==> src/rtl/mult4b_seq.sv <==
// Sequential 4x4 unsigned shift-add multiplier with a start/busy/done handshake.
// Each RUN cycle performs one conditional 4-bit add followed by a right shift.
//
// state | meaning
// IDLE  | waiting for start; operands captured when start is seen
// RUN   | four add/shift iterations, busy high
// DONE  | one-cycle done pulse, product already on P
module mult4b_seq (
    input  logic       clk,
    input  logic       rst,
    input  logic       start,
    input  logic [3:0] A,
    input  logic [3:0] B,
    output logic [7:0] P,
    output logic       busy,
    output logic       done
);

    typedef enum logic [1:0] {
        IDLE = 2'b00,
        RUN  = 2'b01,
        DONE = 2'b10
    } state_t;

    state_t     state;
    logic [3:0] acc;
    logic [3:0] q;
    logic [3:0] m;
    logic [1:0] cnt;

    logic [4:0] sum;
    logic [3:0] acc_next;
    logic [3:0] q_next;

    // {carry, sum, q} shifted right by one: carry lands in acc[3], sum[0] in q[3]
    always_comb begin
        sum      = q[0] ? ({1'b0, acc} + {1'b0, m}) : {1'b0, acc};
        acc_next = sum[4:1];
        q_next   = {sum[0], q[3:1]};
    end

    always_ff @(posedge clk or posedge rst) begin
        if (rst) begin
            state <= IDLE;
            acc   <= 4'h0;
            q     <= 4'h0;
            m     <= 4'h0;
            cnt   <= 2'd0;
            P     <= 8'h00;
            busy  <= 1'b0;
            done  <= 1'b0;
        end else begin
            case (state)
                IDLE: begin
                    busy <= 1'b0;
                    done <= 1'b0;
                    if (start) begin
                        m     <= A;
                        q     <= B;
                        acc   <= 4'h0;
                        cnt   <= 2'd0;
                        busy  <= 1'b1;
                        state <= RUN;
                    end
                end
                RUN: begin
                    acc <= acc_next;
                    q   <= q_next;
                    cnt <= cnt + 2'd1;
                    if (cnt == 2'd3) begin
                        P     <= {acc_next, q_next};
                        busy  <= 1'b0;
                        done  <= 1'b1;
                        state <= DONE;
                    end
                end
                DONE: begin
                    done  <= 1'b0;
                    busy  <= 1'b0;
                    state <= IDLE;
                end
                default: begin
                    busy  <= 1'b0;
                    done  <= 1'b0;
                    state <= IDLE;
                end
            endcase
        end
    end

endmodule

==> config.mk <==
export PLATFORM = sky130hd
export DESIGN_NAME = mult4b_seq
export DESIGN_NICKNAME = d
export VERILOG_FILES = /design/src/rtl/mult4b_seq.sv
export SDC_FILE = /design/constraint.sdc
export NUM_CORES = 1
export LEC_CHECK = 0
export CORE_UTILIZATION = 30
export DETAILED_ROUTE_END_ITERATION = 8
export PLACE_DENSITY_LB_ADDON = 0.12
export SLEW_MARGIN = 20
export SYNTH_ARGS = -nofsm -noshare
export SYNTH_HDL_FRONTEND = slang
export SYNTH_SLANG_ARGS = --single-unit
export TNS_END_PERCENT = 1
==> constraint.sdc <==
create_clock -name clk -period 3.6 [get_ports clk]
set_clock_uncertainty 0.1 [all_clocks]
set_input_delay 1.08 -clock clk [delete_from_list [all_inputs] [get_ports clk]]
set_output_delay 1.08 -clock clk [all_outputs]
set_load 0.05 [all_outputs]
==> results.md <==
- CTS tree: built
- Bufs and invs on worst path: 1
- Die area: about 4500 um^2
- Crit path largest cell delay: ~0.8 ns
- NumNets Final: 147
- Synthesized area per cell: between 10 and 15 um^2
- Reg-to-reg setup timing slack: about 1.5 ns
- Cells after Synth: between 100 and 150
- Critical-path cell list: clkdlybuf4s50_1
- Std-Cell Rows: 23
- Clock Latency Late Sink: around 0.27 ns
- Core area: 4030 um^2
- Setup WS post-layout: 0.976 ns
- Synth Cell Area: 1270 um^2
- Wire length of the first global-routing pass: a little over 4000 um
- Stages on worst setup path: 1
- Avg WL per Cell: roughly 14 um
- Fmax: around 380 MHz
- Final Hold Vio Count: 0
- Remaining DRCs: 0
- Clock buffer depth: 2
- Post-DP HPWL: 1760 um
- Hold Startpoint: P[5]$_DFFE_PP0P_
- DRT Wirelength: roughly 2400 um
- Starting density of the core: a little under a third
- Pin count of the biggest net entering global routing: 27
- Crit path DAT: roughly 1.4 ns
- Buffers on Ports: 20
- Routability congestion estimate from global placement: between 0.7 and 0.8
- Critical path capture point type: output pin
- Post-synthesis sequential area ratio: about half
- Critical path launch point type: flip-flop
- GRT Total Usage: about an eighth
- Worst slew pin tran: between 0.8 and 0.9 ns
- Hold Path End: P[5]$_DFFE_PP0P_
- Initial DRC count: 34
- # hold bufs at CTS: 0
- H-tree depth: 1
- Flops & latches, synth: 26
- Fin util: between 30% and 40%
- Critical path's top delay family: buffers and inverters
- Post-route ant nets: 0
- Kind of critical path: flip-flop to output pin
- Antenna violations before repair: 0
- Hold-critical path depth: 2
- Final min period: 2.62 ns
- Worst Reg2Reg Path Length in Cells: 4
- Worst hold slack: 0.387 ns
- Status: completed
- Hold Path Class: flip-flop to flip-flop
- TritonCTS Buffers: 3
- Vias in the first global route: 868
- DRT Pass-1 Iters: 3
- Die width: around 67 um
- Setup Buffers After CTS: 0
- Syn_nets: between 100 and 150
- Slowest cell on the critical path: clkdlybuf4s50_1
- P per Cell Area: just under 1000 nW/um^2
- Post-CTS Resized: 0
- Vias/cell: 4.79
- Leak: about 0.69 nW
- Total clock sinks: 26
- RR Endpoint: P[7]$_DFFE_PP0P_
- Max_cap viols: 0
- Required time worst endpoint: about 2.4 ns
- Clock transition at the registers of the reported paths: 0.09 ns
- Area growth syn-to-layout: 24.5%
- Final Cycle Share: 72.9%
- Worst vdd ir: around 350 uV
- Final Power: 0.00152 W
- Synth cell types: 33
- Die height: between 60 and 70 um
- Routed via count: roughly 860
- Slew HR: 41.6%
- Root Driver: clkbuf_8
- Final setup TNS: 0 ns
- R2r startpoint: state[0]$_DFFE_PP0P_
- Synth warn: 0
- N_diodes: 0
- I/O pins: 21
- Finish-stage setup viols: 0
- Total gr overflow: 0
- RSZ-0062 raised after global routing: no
- Share of cells above drive strength 1: between 10% and 20%
- Post-Place Worst Slack: between 1 and 1.5 ns
- Crit Path Max Fanout: 2
- Slew Limit Fails: 0
-- worst register-to-register path, cell delays in order (launching register included) --
cell	delay [ns]
dfrtp_1	0.56
nor2b_1	0.76
nand2_8	0.16
inv_8	0.12
mux2_4	0.30
-- cells by family (layout without fill, tap and decap cells) --
family / after synthesis / in the layout / synth area share [%]
compound gates: 33 / 33 / 16.7
xor+xnor: 1 / 1 / 0.689
buf+inv: 7 / 29 / 4.13
simple gates: 25 / 25 / 12.1
mux: 9 / 9 / 8.66
flops: 26 / 26 / 51.2
fa+ha+maj: 6 / 6 / 6.50
-- registers in the layout (all words and copies together) (netlist names) --
signal and flops:
m 4, cnt 2, acc 4, busy 1, P 8, done 1, q 4, state 2
-- metrics by stage --
step	instance area [um^2]	instances
finish	1580	179
global route	1580	179
CTS	1580	179
detailed placement	1510	175
global placement	1510	175
floorplan	1270	107
-- cell usage after synthesis (all sizes together) --
cell type / count / area, um^2
dfrtp: 26 / 651
o21ai: 12 / 60.1
a21oi: 9 / 45.0
nand2: 8 / 46.3
mux2: 7 / 90.1
nor2: 6 / 30.0
ha: 5 / 62.6
inv: 4 / 22.5
nand2b: 4 / 32.5
a22oi: 3 / 22.5
buf: 3 / 30.0
nor2b: 3 / 18.8
a22o: 2 / 20.0
a2bb2oi: 2 / 17.5
mux2i: 2 / 20.0
a21o: 1 / 7.51
a221oi: 1 / 15.0
a32oi: 1 / 8.76
and2b: 1 / 7.51
and3: 1 / 6.26
fa: 1 / 20.0
nand3: 1 / 5.00
nand3b: 1 / 7.51
o21bai: 1 / 7.51
o22a: 1 / 8.76
xnor2: 1 / 8.76
-- layout make-up --
| class | count | area [um^2] |
|---|---|---|
| clock buffer | 3 | 41.3 |
| clock inverter | 1 | 30.0 |
| fill | 400 | 2450 |
| inverter | 4 | 22.5 |
| multi-input combinational | 74 | 568 |
| sequential | 26 | 651 |
| tap | 50 | 62.6 |
| timing repair buffer | 21 | 208 |
-- layer usage --
| layer | GRT usage, % | up-vias | routed length, um |
|---|---|---|---|
| met5 | 0 | - | 0 |
| met4 | 7.18 | 0 | 59 |
| met3 | 2.05 | 5 | 49 |
| met2 | 20.5 | 12 | 1130 |
| met1 | 16.7 | 416 | 1200 |
| li1 | - | 425 | - |
-- power breakdown --
group	leakage, nW	switching [W]	total, W	internal (W)
clock	0.0357	0.0000943	0.000243	0.000149
combinational	0.328	0.000428	0.000742	0.000314
sequential	0.326	0.000115	0.000538	0.000423
total	0.689	0.000637	0.00152	0.000886
-- worst max path at each step --
stage	from	endpoint	slack, ns
final	P[1]$_DFFE_PP0P_	P[1]	0.98
after CTS	P[1]$_DFFE_PP0P_	P[1]	0.95
after detailed placement	start	acc[3]$_DFFE_PP0P_	1.01
after global placement	start	m[3]$_DFFE_PP0P_	1.04
after floorplan	acc[0]$_DFFE_PP0P_	P[7]$_DFFE_PP0P_	1.79
after global routing	P[1]$_DFFE_PP0P_	P[1]	0.92
-- layout by cell type (no fill, tap or decap), drive strengths merged, types with 3 or more instances in the layout --
cell	netlist	final
nand2b	4	4
dfrtp	26	26
nor2	6	6
ha	5	5
inv	4	4
nand2	8	8
nor2b	3	3
clkbuf	0	3
clkdlybuf4s50	0	20
o21ai	12	12
mux2	7	7
a22oi	3	3
a21oi	9	9
Note: power is estimated with default switching activity, not from simulation.
